--- src/rtl/stopwatch_pkg.sv ---
// rtl/stopwatch_pkg.sv - shared types and constants for the lap stopwatch
//
// Purpose : state encoding, BCD digit geometry and the preset clamp helper
//           used by lap_stopwatch and bcd_digit.
// Ports   : none (package).
package stopwatch_pkg;

    localparam int BCD_W       = 4;
    localparam int FRAC_DIGITS = 2;

    typedef enum logic [2:0] {
        ST_IDLE,
        ST_READY,
        ST_RUN,
        ST_PAUSE,
        ST_DONE
    } sw_state_e;

    // Non-BCD nibbles (A..F) saturate to 9 so a bad preset still counts sanely.
    function automatic logic [BCD_W-1:0] bcd_clamp(input logic [BCD_W-1:0] nib);
        return (nib > 4'd9) ? 4'd9 : nib;
    endfunction

endpackage

--- src/rtl/bcd_digit.sv ---
// rtl/bcd_digit.sv - single BCD digit up/down counter with carry/borrow chain
//
// Purpose : one decimal digit of the stopwatch time. Counts by one when
//           cin_i is high, in the direction given by up_i, and reports the
//           carry (up, 9->0) or borrow (down, 0->9) for the next digit.
// Ports   : clk, resetn    - clock, synchronous active-low reset
//           clr_i          - synchronous clear to 0 (highest after reset)
//           load_i         - load load_val_i (below clear)
//           load_val_i     - BCD value to load
//           cin_i          - carry/borrow in: count this cycle
//           up_i           - 1 = count up, 0 = count down
//           q_o            - registered digit value
//           nxt_o          - value the digit takes if it counts this cycle
//           cout_o         - carry/borrow out to the next digit
import stopwatch_pkg::*;

module bcd_digit (
    input  logic             clk,
    input  logic             resetn,
    input  logic             clr_i,
    input  logic             load_i,
    input  logic [BCD_W-1:0] load_val_i,
    input  logic             cin_i,
    input  logic             up_i,
    output logic [BCD_W-1:0] q_o,
    output logic [BCD_W-1:0] nxt_o,
    output logic             cout_o
);

    logic [BCD_W-1:0] q_q;
    logic [BCD_W-1:0] q_d;

    always_comb begin
        nxt_o  = q_q;
        cout_o = 1'b0;
        if (cin_i) begin
            if (up_i) begin
                if (q_q == 4'd9) begin
                    nxt_o  = 4'd0;
                    cout_o = 1'b1;
                end else begin
                    nxt_o = q_q + 4'd1;
                end
            end else begin
                if (q_q == 4'd0) begin
                    nxt_o  = 4'd9;
                    cout_o = 1'b1;
                end else begin
                    nxt_o = q_q - 4'd1;
                end
            end
        end
    end

    always_comb begin
        q_d = nxt_o;
        if (clr_i) begin
            q_d = '0;
        end else if (load_i) begin
            q_d = load_val_i;
        end
    end

    always_ff @(posedge clk) begin
        if (!resetn) begin
            q_q <= '0;
        end else begin
            q_q <= q_d;
        end
    end

    assign q_o = q_q;

endmodule

--- src/rtl/lap_stopwatch.sv ---
// rtl/lap_stopwatch.sv - BCD stopwatch/countdown timer with lap capture buffer
//
// Purpose : hundredths-resolution stopwatch for the service layer. Counts up
//           or down in BCD, captures laps into a small buffer and hands
//           control back via finish when the mode switch drops.
// Ports   : clk, resetn   - clock, synchronous active-low reset
//           en            - mode switch level, low forces IDLE
//           btn_ss        - start/stop pulse
//           btn_lap       - lap (RUN) / clear (READY, PAUSE, DONE) pulse
//           down          - count direction, sampled on start
//           preset_we     - load preset seconds (READY only)
//           preset        - BCD seconds preset
//           lap_rd_idx    - lap slot to read
//           time_bcd      - current time, MS digit first
//           lap_bcd       - selected lap slot (0 if slot not valid)
//           lap_count     - valid laps, saturates at LAP_DEPTH
//           running       - high in RUN
//           led           - registered copy of en
//           done          - one-cycle pulse when the countdown hits zero
//           finish        - registered, high while en is low
import stopwatch_pkg::*;

module lap_stopwatch #(
    parameter int CLK_FREQ   = 100_000_000,
    parameter int SEC_DIGITS = 2,
    parameter int LAP_DEPTH  = 4,
    localparam int LW        = $clog2(LAP_DEPTH),
    localparam int ND        = SEC_DIGITS + FRAC_DIGITS,
    localparam int TW        = BCD_W * ND
) (
    input  logic                        clk,
    input  logic                        resetn,
    input  logic                        en,
    input  logic                        btn_ss,
    input  logic                        btn_lap,
    input  logic                        down,
    input  logic                        preset_we,
    input  logic [BCD_W*SEC_DIGITS-1:0] preset,
    input  logic [LW-1:0]               lap_rd_idx,
    output logic [TW-1:0]               time_bcd,
    output logic [TW-1:0]               lap_bcd,
    output logic [LW:0]                 lap_count,
    output logic                        running,
    output logic                        led,
    output logic                        done,
    output logic                        finish
);

    localparam int DIV = CLK_FREQ / 100;
    localparam int PW  = (DIV > 1) ? $clog2(DIV) : 1;

    sw_state_e         state_q, state_d;
    logic [PW-1:0]     presc_q, presc_d;
    logic              dir_q, dir_d;
    logic              done_q, done_d;
    logic              led_q, finish_q;
    logic [LW:0]       lap_cnt_q, lap_cnt_d;
    logic [TW-1:0]     lap_q [LAP_DEPTH];

    logic [TW-1:0]     time_cur;
    logic [TW-1:0]     time_nxt;
    logic [ND-1:0]     cin;
    logic [ND-1:0]     cout;
    logic [TW-1:0]     load_val;

    logic              tick;
    logic              zero_tick;
    logic              underflow;
    logic              clr_time;
    logic              clr_laps;
    logic              load_pre;
    logic              lap_cap;
    logic              lap_ok;

    assign tick = (state_q == ST_RUN) && (presc_q == PW'(DIV - 1));

    // A borrow out of the top digit can only mean counting below zero; it is
    // folded into the zero condition so the timer stops at 0 rather than
    // wrapping to all nines.
    assign underflow = dir_q && cout[ND-1];
    assign zero_tick = tick && dir_q && ((time_nxt == '0) || underflow);

    // Ripple chain: hundredths digit first, each carry/borrow feeds the next.
    assign cin[0] = tick;

    genvar g;
    generate
        for (g = 0; g < ND; g++) begin : g_digit
            if (g + 1 < ND) begin : g_chain
                assign cin[g+1] = cout[g];
            end
            if (g < FRAC_DIGITS) begin : g_frac
                assign load_val[BCD_W*g +: BCD_W] = '0;
            end else begin : g_sec
                assign load_val[BCD_W*g +: BCD_W] =
                    bcd_clamp(preset[BCD_W*(g-FRAC_DIGITS) +: BCD_W]);
            end
            bcd_digit u_digit (
                .clk        (clk),
                .resetn     (resetn),
                .clr_i      (clr_time),
                .load_i     (load_pre),
                .load_val_i (load_val[BCD_W*g +: BCD_W]),
                .cin_i      (cin[g]),
                .up_i       (~dir_q),
                .q_o        (time_cur[BCD_W*g +: BCD_W]),
                .nxt_o      (time_nxt[BCD_W*g +: BCD_W]),
                .cout_o     (cout[g])
            );
        end
    endgenerate

    always_comb begin
        state_d  = state_q;
        presc_d  = presc_q;
        dir_d    = dir_q;
        done_d   = 1'b0;
        clr_time = 1'b0;
        clr_laps = 1'b0;
        load_pre = 1'b0;
        lap_cap  = 1'b0;
        if (!en) begin
            state_d  = ST_IDLE;
            presc_d  = '0;
            clr_time = 1'b1;
            clr_laps = 1'b1;
        end else begin
            unique case (state_q)
                ST_IDLE: begin
                    state_d  = ST_READY;
                    clr_time = 1'b1;
                    clr_laps = 1'b1;
                end
                ST_READY: begin
                    presc_d = '0;
                    if (btn_ss) begin
                        dir_d = down;
                        // Counting down from zero has nothing to run.
                        if (down && (time_cur == '0)) begin
                            state_d = ST_DONE;
                            done_d  = 1'b1;
                        end else begin
                            state_d = ST_RUN;
                        end
                    end else if (btn_lap) begin
                        clr_time = 1'b1;
                        clr_laps = 1'b1;
                    end else if (preset_we) begin
                        load_pre = 1'b1;
                    end
                end
                ST_RUN: begin
                    presc_d = (presc_q == PW'(DIV - 1)) ? '0 : presc_q + 1'b1;
                    if (zero_tick) begin
                        state_d  = ST_DONE;
                        done_d   = 1'b1;
                        clr_time = 1'b1;
                    end else begin
                        if (btn_ss) begin
                            state_d = ST_PAUSE;
                        end
                        if (btn_lap) begin
                            lap_cap = 1'b1;
                        end
                    end
                end
                ST_PAUSE: begin
                    if (btn_ss) begin
                        state_d = ST_RUN;
                    end else if (btn_lap) begin
                        state_d  = ST_READY;
                        clr_time = 1'b1;
                        clr_laps = 1'b1;
                    end
                end
                ST_DONE: begin
                    if (btn_ss || btn_lap) begin
                        state_d  = ST_READY;
                        clr_time = 1'b1;
                        clr_laps = 1'b1;
                    end
                end
                default: begin
                    state_d = ST_IDLE;
                end
            endcase
        end
    end

    assign lap_ok = lap_cap && (lap_cnt_q < (LW+1)'(LAP_DEPTH));

    always_comb begin
        lap_cnt_d = lap_cnt_q;
        if (clr_laps) begin
            lap_cnt_d = '0;
        end else if (lap_ok) begin
            lap_cnt_d = lap_cnt_q + 1'b1;
        end
    end

    always_ff @(posedge clk) begin
        if (!resetn) begin
            state_q   <= ST_IDLE;
            presc_q   <= '0;
            dir_q     <= 1'b0;
            done_q    <= 1'b0;
            led_q     <= 1'b0;
            finish_q  <= 1'b0;
            lap_cnt_q <= '0;
        end else begin
            state_q   <= state_d;
            presc_q   <= presc_d;
            dir_q     <= dir_d;
            done_q    <= done_d;
            led_q     <= en;
            finish_q  <= ~en;
            lap_cnt_q <= lap_cnt_d;
        end
    end

    // Lap slots are zeroed on every clear so stale laps never reappear.
    always_ff @(posedge clk) begin
        if (!resetn || clr_laps) begin
            for (int i = 0; i < LAP_DEPTH; i++) begin
                lap_q[i] <= '0;
            end
        end else if (lap_ok) begin
            lap_q[lap_cnt_q[LW-1:0]] <= time_cur;
        end
    end

    assign lap_bcd   = ({1'b0, lap_rd_idx} < lap_cnt_q) ? lap_q[lap_rd_idx] : '0;
    assign time_bcd  = time_cur;
    assign lap_count = lap_cnt_q;
    assign running   = (state_q == ST_RUN);
    assign led       = led_q;
    assign done      = done_q;
    assign finish    = finish_q;

endmodule

--- config.mk ---
export PLATFORM = sky130hd
export DESIGN_NAME = lap_stopwatch
export DESIGN_NICKNAME = d
export VERILOG_FILES = /design/src/rtl/stopwatch_pkg.sv /design/src/rtl/bcd_digit.sv /design/src/rtl/lap_stopwatch.sv
export SDC_FILE = /design/constraint.sdc
export NUM_CORES = 1
export LEC_CHECK = 0
export ABC_AREA = 1
export BUFFER_PORTS_ARGS = -buffer_cell sky130_fd_sc_hd__buf_2
export CAP_MARGIN = 20
export CORE_ASPECT_RATIO = 1.75
export CORE_UTILIZATION = 45
export DETAILED_ROUTE_END_ITERATION = 16
export GPL_TIMING_DRIVEN = 0
export SYNTH_ARGS = -nofsm -noshare
export SYNTH_HDL_FRONTEND = slang
export SYNTH_SLANG_ARGS = --single-unit
--- constraint.sdc ---
create_clock -name clk -period 6.3 [get_ports clk]
set_input_delay 0.315 -clock clk [delete_from_list [all_inputs] [get_ports clk]]
set_output_delay 0.315 -clock clk [all_outputs]
set_load 0.02 [all_outputs]
==> results of run 1 <==
==> sequential cells by signal (all words and copies together) (netlist names) <==
register             count
g_digit.u_digit.q_o     16
done                     1
presc_q                 20
finish                   1
lap_count                3
led                      1
dir_q                    1
state_q                  3
lap_q                   64
==> metrics by stage <==
step	util	instances	hold WS (ns)	setup slack, ns	instance area [um^2]
6_report	0.524	1032	0.206	2.41	6770
5_1_grt	0.524	1032	0.203	2.09	6770
4_1_cts	0.524	1032	0.193	2.38	6770
3_5_place_dp	0.499	1016	0.462	2.41	6450
3_3_place_gp	0.499	1016	0.451	2.40	6450
2_1_floorplan	-	792	0.387	3.25	5970
==> worst paths after layout <==
path	from	cells past startpoint	to
worst max-delay path	presc_q[0]	19	lap_q[1][7]
worst min-delay path	en	2	finish
worst max register to register	presc_q[0]	19	lap_q[1][7]
worst min register to register	presc_q[5]	1	presc_q[5]
==> worst reg2reg max path, cell delays in order, from the launching register on <==
cell and delay, ns:
dfxtp_1 0.45, ha_1 0.25, nand3_2 0.15, nor2_1 0.24, inv_1 0.06, nor2_1 0.14, nand3_1 0.19, nor2_2 0.28
nand2_1 0.08, nand2_1 0.11, nand2_1 0.06, nor2_1 0.17, nand3_2 0.11, nand2_2 0.09, nand2_4 0.08, nand3_4 0.15
nor2_8 0.07, nand3_4 0.14, buf_6 0.17, nand2_1 0.46
==> metal layers <==
layer / track usage / wire, um
met1: 0.249 / 6130
met2: 0.486 / 9270
met4: 0.106 / 477
met5: 0 / 0
met3: 0.0368 / 502
==> report_power, final <==
group | switching, uW | internal [uW]
clock | 268 | 353
sequential | 5.01 | 773
combinational | 70.3 | 26.1
==> layout by cell type, fill, tap and decap left out, types with 4 or more instances in the layout <==
cell	n
clkbuf_1	18
nand2_1	155
inv_2	5
dfxtp_1	46
nor3_1	16
nand3_1	34
a211oi_1	9
nand4_1	13
nor4_1	5
o21a_1	4
buf_2	55
o21ai_0	62
nand3_4	4
a21oi_1	45
nor2_1	199
edfxtp_1	64
inv_1	66
nor2_2	4
clkbuf_16	9
o22ai_1	4
==> kinds of logic (layout without fill, tap and decap cells) <==
| group | count (synthesis) | in the layout | synth area share |
|---|---|---|---|
| fa+ha+maj | 3 | 3 | 0.00628 |
| flops | 110 | 110 | 0.476 |
| xor+xnor | 3 | 3 | 0.00440 |
| buf+inv | 98 | 167 | 0.0666 |
| compound gates | 138 | 138 | 0.128 |
| simple gates | 440 | 440 | 0.318 |
==> cell type report <==
type	count	share of cell area
flip-flops and latches	110	0.420
multi-input cells	584	0.403
inverters	74	0.0410
repair buffers	53	0.0392
clock buffers	10	0.0338
well taps	171	0.0316
plain buffers	24	0.0177
clock inverters	6	0.0137
==> results.yml, run 1 <==
final_layout:
  fin_nets: 876
  area_delta_synth_final_pct: 13.4
  multiInputGateArea_um2: 2730
  fillers: 1348
  diodes: 0
  drive_gt1_frac: 0.116
  seqCellArea_um2: 2840
logic_synthesis:
  synth_nets: 812
  synth_cell_types: 41
  yosys_warnings: 0
  yosys.area.top_type: "edfxtp_1"
  synth_most_common_cell: "nor2_1"
  synth_edf_count: 64
  synth_common_cells: "nor2_1 (199), nand2_1 (155), inv_1 (66), edfxtp_1 (64), o21ai_0 (62)"
  yosysSeqAreaShare: 0.476
  ys_async_sr_fraction: 0
  synthFlopType: "edfxtp_1"
  yosys.area.top_type_share: 0.322
  post_synth.cell_area_avg_um2: 7.54
  syn-instance-count: 792
  synth_area_leaders: "edfxtp_1 (32%), dfxtp_1 (15%), nor2_1 (13%), nand2_1 (9.7%), o21ai_0 (5.2%)"
  netlist_area_um2: 5970
  ys_ff_latch: 110
die:
  start_util: 0.462
  die_area_um2: 13800
  core_um2: 12900
  pin_count: 56
  die_h_um: 154
  fp.dieW_um: 89.1
  rows: 55
worst_setup_path:
  crit_family: "simple AND/OR/NAND/NOR gates"
  crit_path_frequent_cell: "nand2_1"
  cp_num_buf_inv: 2
  critPathMaxFanout: 16
  crit_type: "reg -> reg"
  required_ns: 6.22
  worst_ep_arrival_time_ns: 3.82
  max_stage_delay_ns: 0.46
  cp-end-kind: "flop"
  critPathSlowestCell: "nand2_1"
  start_kind: "flop"
  r2r_slack_ns: 2.41
  crit_chain: "ha_1, nand3_2, nor2_1, inv_1, nor2_1, nand3_1, nor2_2, nand2_1, nand2_1, nand2_1, nor2_1, nand3_2, nand2_2, nand2_4, nand3_4, nor2_8, nand3_4, buf_6, nand2_1"
clock_network:
  cts_setup_buffers: 0
  clk_pin_slew_ns: 0.07
  cts_sinks: 110
  cts_hold_buffers: 0
  h-tree-depth: 3
  clk_latency_ns: 0.36
  max-clock-path-buffers: 2
  cts_tree: "yes"
  cts_resized: 0
  cts-buffers-inserted: 9
  root_buffer: "clkbuf_16"
power_and_ir_drop:
  peakVddDrop_mv: 0.128
  power_uw: 1500
  power_density_nw_per_um2: 221
  leakage_uw: 0.00277
sta:
  fin_skew_ns: 0.00950
  setup_tns_ns: 0
  fin_crit_sh: 0.618
  setup_violations: 0
  tightestPinTransition_ns: 0.766
  final_max_slew_viol_count: 0
  period_needed_ns: 3.89
  rsz0062_at_grt: "no"
  maxSlewHeadroom: 0.488
  hold_viol: 0
  max_freq_ghz: 0.257
worst_hold_path:
  hp-class: "in -> reg"
routing:
  dr_total_vias: 5482
  wire_per_inst_um: 15.9
  drtIter0Drc: 281
  wirelength_um: 16400
  routed_via_density: 5.31
  antenna_left: 0
  drcViolationCount: 0
  drtPass1Iterations: 5
flow_run:
  cap_violations: 0
placed_design:
  io_buffer_count: 53
  gp_congestion: 0.907
  dpl.hpwl_um: 12600
grt:
  grt_max_degree: 19
  grt_pass1_vias: 5360
  grt_antenna_before_repair: 0
  overflow: 0
  grt_pass1_wl_um: 26000
  track_usage: 0.249
run_status:
  status: "completed"
Power figures use the tool's default switching activity.
==> run 2, diff against run 1 <==
--- a/config.mk
+++ b/config.mk
@@ -12,6 +12,7 @@
 export CORE_UTILIZATION = 45
 export DETAILED_ROUTE_END_ITERATION = 16
 export GPL_TIMING_DRIVEN = 0
+export PLACE_DENSITY = 0.66
 export SYNTH_ARGS = -nofsm -noshare
 export SYNTH_HDL_FRONTEND = slang
 export SYNTH_SLANG_ARGS = --single-unit
==> constraint.sdc (replaced) <==
create_clock -name clk -period 3.51 [get_ports clk]
set_input_delay 0.1755 -clock clk [delete_from_list [all_inputs] [get_ports clk]]
set_output_delay 0.1755 -clock clk [all_outputs]
set_load 0.02 [all_outputs]
==> results.yml, run 2 (synthesized netlist as in run 1, its figures left out) <==
die:
  die_area_um2: 13800
  rows: 55
  fp.dieW_um: 89.1
  start_util: 0.462
  die_h_um: 154
  core_um2: 12900
  pin_count: 56
placed_design:
  dp_worst_setup_slack_ns: -0.384
  gp_congestion: 0.883
  dpl.hpwl_um: 12000
  io_buffer_count: 53
power_and_ir_drop:
  power_density_nw_per_um2: 375
  switching_share: 0.246
  peakVddDrop_mv: 0.263
  p_int_uw: 1930
  leakage_uw: 0.00276
  p_sw_uw: 627
  p_seq_frac: 0.547
  power.share.clock: 0.384
  pwr-share-comb: 0.070
final_layout:
  final_util: 0.527
  largest_reg_flops: 64
  multiInputGateArea_um2: 2790
  area_delta_synth_final_pct: 14.1
  diodes: 0
  seqCellArea_um2: 2840
  mostFrequentLayoutCell: "nor2_1"
  drive_gt1_frac: 0.127
  mostFrequentLayoutCells: "nor2_1 (198), nand2_1 (152), inv_1 (64), edfxtp_1 (64), o21ai_0 (62)"
  top_register: "lap_q"
  fin_nets: 878
  fillers: 1356
clock_network:
  cts_tree: "yes"
  cts-buffers-inserted: 9
  clk_latency_ns: 0.36
  max-clock-path-buffers: 2
  h-tree-depth: 3
  root_buffer: "clkbuf_16"
  cts_sinks: 110
  clk_pin_slew_ns: 0.07
run_status:
  status: "completed"
routing:
  drtIter0Drc: 288
  routed_via_density: 5.30
  wire_per_inst_um: 15.3
  drcViolationCount: 0
  wirelength_um: 15800
  drtPass1Iterations: 5
  antenna_left: 0
  dr_total_vias: 5479
sta:
  max_freq_ghz: 0.303
  fin_crit_sh: 0.941
  setup_violations: 0
  period_needed_ns: 3.30
  tightestPinTransition_ns: 0.634
  maxSlewHeadroom: 0.577
  final_max_slew_viol_count: 0
  hold_viol: 0
  setup_tns_ns: 0
  whs_ns: 0.0494
  rsz0062_at_grt: "no"
  fin_ws_ns: 0.207
  fin_skew_ns: 0.0110
worst_setup_path:
  crit_type: "reg -> reg"
  worst_ep_arrival_time_ns: 3.37
  required_ns: 3.58
  critPathMaxFanout: 16
  start_kind: "flop"
  cp-end-kind: "flop"
grt:
  track_usage: 0.242
  grt_pass1_vias: 5194
  grt_antenna_before_repair: 0
  grt_max_degree: 20
  overflow: 0
  grt_pass1_wl_um: 25200
worst_hold_path:
  hp-class: "in -> reg"
flow_run:
  cap_violations: 0
run 2: cell type report:
cell class                      instances  share of cell area
Clock inverter                          6             0.00679
Multi-Input combinational cell        584               0.409
Timing Repair Buffer                   55              0.0430
Inverter                               74              0.0419
Tap cell                              171              0.0314
Buffer                                 24              0.0176
Clock buffer                           10              0.0336
Sequential cell                       110               0.417
run 2: worst paths after layout:
path                      end  depth (start not counted)        start  slack (ns)
setup / recovery  lap_q[2][1]                         19   presc_q[0]        0.21
hold / removal         finish                          2           en        0.05
setup reg to reg  lap_q[2][1]                         19   presc_q[0]        0.21
hold reg to reg   presc_q[15]                          2  presc_q[15]        0.47
run 2: power groups by stage:
stage	logic [uW]	registers, uW	clock network, uW
floorplan	113	1430	0
global placement	172	1430	0
detailed placement	174	1430	0
CTS	176	1400	988
global route	200	1400	1050
finish	178	1400	980
run 2: what timing repair did:
action / 4_1_cts / 5_1_grt
endpoints found under the setup margin: 64 / 67
resized for setup: 7 / 7
buffers inserted: 0 / 2
hold buffers: 0 / 0
pin swaps: 0 / 1
run 2: routing by layer:
layer | share of wire | wire length [um] | vias up | global-route usage
met5 | 0 | 0 | - | 0
met4 | 0.028 | 445 | 0 | 0.101
met3 | 0.034 | 534 | 31 | 0.0390
met2 | 0.56 | 8860 | 114 | 0.461
met1 | 0.38 | 5950 | 2567 | 0.249
li1 | - | - | 2767 | -
run 2: per-stage QoR:
step,total power (uW),cell area (um^2),instances
CTS,2560,6750,1032
detailed placement,1600,6450,1016
floorplan,1540,5970,792
finish,2550,6820,1034
global placement,1600,6450,1016
global route,2640,6820,1034
run 2: worst max-delay path, cell delays in order (launching register included):
cell and delay [ns]:
dfxtp_1 0.42, ha_1 0.24, nand3_2 0.16, nor2_2 0.19, inv_1 0.06, nor2_1 0.16
nand3_2 0.16, nor2_4 0.22, nand3_1 0.09, nand2_1 0.12, nand2_1 0.06, nor2_1 0.16
nand3_2 0.10, nand2_2 0.09, nand2_4 0.08, nand3_4 0.14, nor2_8 0.07, nand3_4 0.14
buf_6 0.20, nand2_8 0.14
==> run 3, diff against run 2 <==
==> constraint.sdc (replaced) <==
create_clock -name clk -period 3 [get_ports clk]
set_input_delay 0.6 -clock clk [delete_from_list [all_inputs] [get_ports clk]]
set_output_delay 0.6 -clock clk [all_outputs]
set_load 0.02 [all_outputs]
==> results.yml, run 3 (synthesized netlist as in run 1, its figures left out) <==
run_status:
  status: "completed"
clock_network:
  clk_pin_slew_ns: 0.07
  cts_hold_buffers: 0
  cts_tree: "yes"
  cts-buffers-inserted: 9
  clk_latency_ns: 0.36
  h-tree-depth: 3
  root_buffer: "clkbuf_16"
  cts_sinks: 110
  max-clock-path-buffers: 2
die:
  core_um2: 12900
  start_util: 0.462
  die_h_um: 154
  fp.dieW_um: 89.1
  rows: 55
  pin_count: 56
  die_area_um2: 13800
worst_hold_path:
  hold_depth: 1
  hp-class: "reg -> reg"
flow_run:
  cap_violations: 0
sta:
  rsz0062_at_grt: "yes"
  tightestPinTransition_ns: 0.596
  max_freq_ghz: 0.344
  fin_crit_sh: 0.968
  hold_viol: 0
  fin_skew_ns: 0.00774
  final_max_slew_viol_count: 0
  period_needed_ns: 2.90
  maxSlewHeadroom: 0.600
  setup_violations: 0
final_layout:
  mostFrequentLayoutCell: "nor2_1"
  diodes: 0
  fillers: 1258
  fin_nets: 913
  largest_reg_flops: 64
  final_util: 0.572
  drive_gt1_frac: 0.238
  top_register: "lap_q"
  seqCellArea_um2: 2880
  mostFrequentLayoutCells: "nor2_1 (184), nand2_1 (135), edfxtp_1 (64)"
  multiInputGateArea_um2: 3010
  area_delta_synth_final_pct: 24.0
worst_setup_path:
  start_kind: "flop"
  worst_ep_arrival_time_ns: 2.98
  r2r_slack_ns: 0.1
  cp-end-kind: "flop"
  rr_worst_depth: 20
  crit_path_frequent_cell: "nand2_2"
  critPathSlowestCell: "dfxtp_4"
  crit_end: "lap_q[3][10]"
  crit_chain: "buf_4, nand2_1, nor2_2, nand3_1, nor2_4, nand3_4, nor2_4, nand2_1, nand2_2, nand2_1, nor2_2, nand3_2, nand2_2, nand2_4, nand3_4, nor2_8, nand2_2, nand2_2, clkinvlp_4, clkbuf_16"
  required_ns: 3.08
  critPathMaxFanout: 8
  crit_type: "reg -> reg"
  crit_path_start: "presc_q[9]"
  max_stage_delay_ns: 0.36
  r2r-start: "presc_q[9]"
  reg2reg_to: "lap_q[3][10]"
routing:
  drtIter0Drc: 279
  dr_total_vias: 5628
  wirelength_um: 16300
  drcViolationCount: 0
  antenna_left: 0
  wire_per_inst_um: 15.3
  drtPass1Iterations: 5
  routed_via_density: 5.26
grt:
  grt_max_degree: 20
  grt_antenna_before_repair: 0
  grt_pass1_vias: 5364
  grt_pass1_wl_um: 25200
  overflow: 0
  track_usage: 0.241
power_and_ir_drop:
  leakage_uw: 0.00300
  peakVddDrop_mv: 0.321
  power_density_nw_per_um2: 407
  power_uw: 3010
placed_design:
  dpl.hpwl_um: 12000
  gp_congestion: 0.903
  io_buffer_count: 53
run 3: per-stage QoR:
step | instances | area [um^2] | hold WS, ns | setup WS, ns | setup TNS, ns
after floorplan | 792 | 5980 | 0.441 | 0.0711 | 0
after global placement | 1016 | 6460 | 0.452 | -0.604 | -41.43
after detailed placement | 1016 | 6460 | 0.458 | -0.634 | -43.82
after CTS | 1043 | 6970 | 0.469 | 0.00949 | 0
after global routing | 1069 | 7400 | 0.483 | -0.0879 | -1.94
final | 1069 | 7400 | 0.476 | 0.0965 | 0
run 3: timing repair:
item                       4_1_cts  5_1_grt
gates cloned                     0        4
pin swaps                        8       19
gates resized for setup         40       72
setup endpoints to repair      148      126
buffers inserted                11       22
run 3: cell type report:
| class | instances | area share |
|---|---|---|
| clock inverters | 6 | 0.00693 |
| multi-input cells | 586 | 0.406 |
| inverters | 74 | 0.0407 |
| flip-flops and latches | 110 | 0.388 |
| well taps | 171 | 0.0289 |
| repair buffers | 88 | 0.0794 |
| plain buffers | 24 | 0.0186 |
| clock buffers | 10 | 0.0309 |
run 3: power by group:
part | switching, uW | internal [uW] | leakage (uW)
clock | 577 | 579 | 0.000136
combinational | 156 | 71.3 | 0.00172
sequential | 10.3 | 1620 | 0.00115
run 3: worst max-delay path, delay by kind of cell, from the launching register on:
family,cells,cell delay (ns)
simple gates,17,1.79
buf+inv,3,0.44
flops,1,0.36
run 3: worst min-delay path by stage:
| stage | startpoint | to | slack [ns] |
|---|---|---|---|
| 2_1_floorplan | presc_q[5] | presc_q[5] | 0.44 |
| 3_3_place_gp | presc_q[15] | presc_q[15] | 0.45 |
| 3_5_place_dp | presc_q[15] | presc_q[15] | 0.46 |
| 4_1_cts | en | finish | 0.47 |
| 5_1_grt | en | finish | 0.48 |
| 6_report | presc_q[5] | presc_q[5] | 0.48 |
run 3: routing by layer:
metal  global-route usage  wire [um]  part of all wire  vias up
met5                    0          0                 0        -
met4                0.134        604             0.037        0
met3               0.0288        489             0.030       45
met2                0.458       9380              0.57      121
met1                0.243       5870              0.36     2611
li1                     -          -                 -     2851
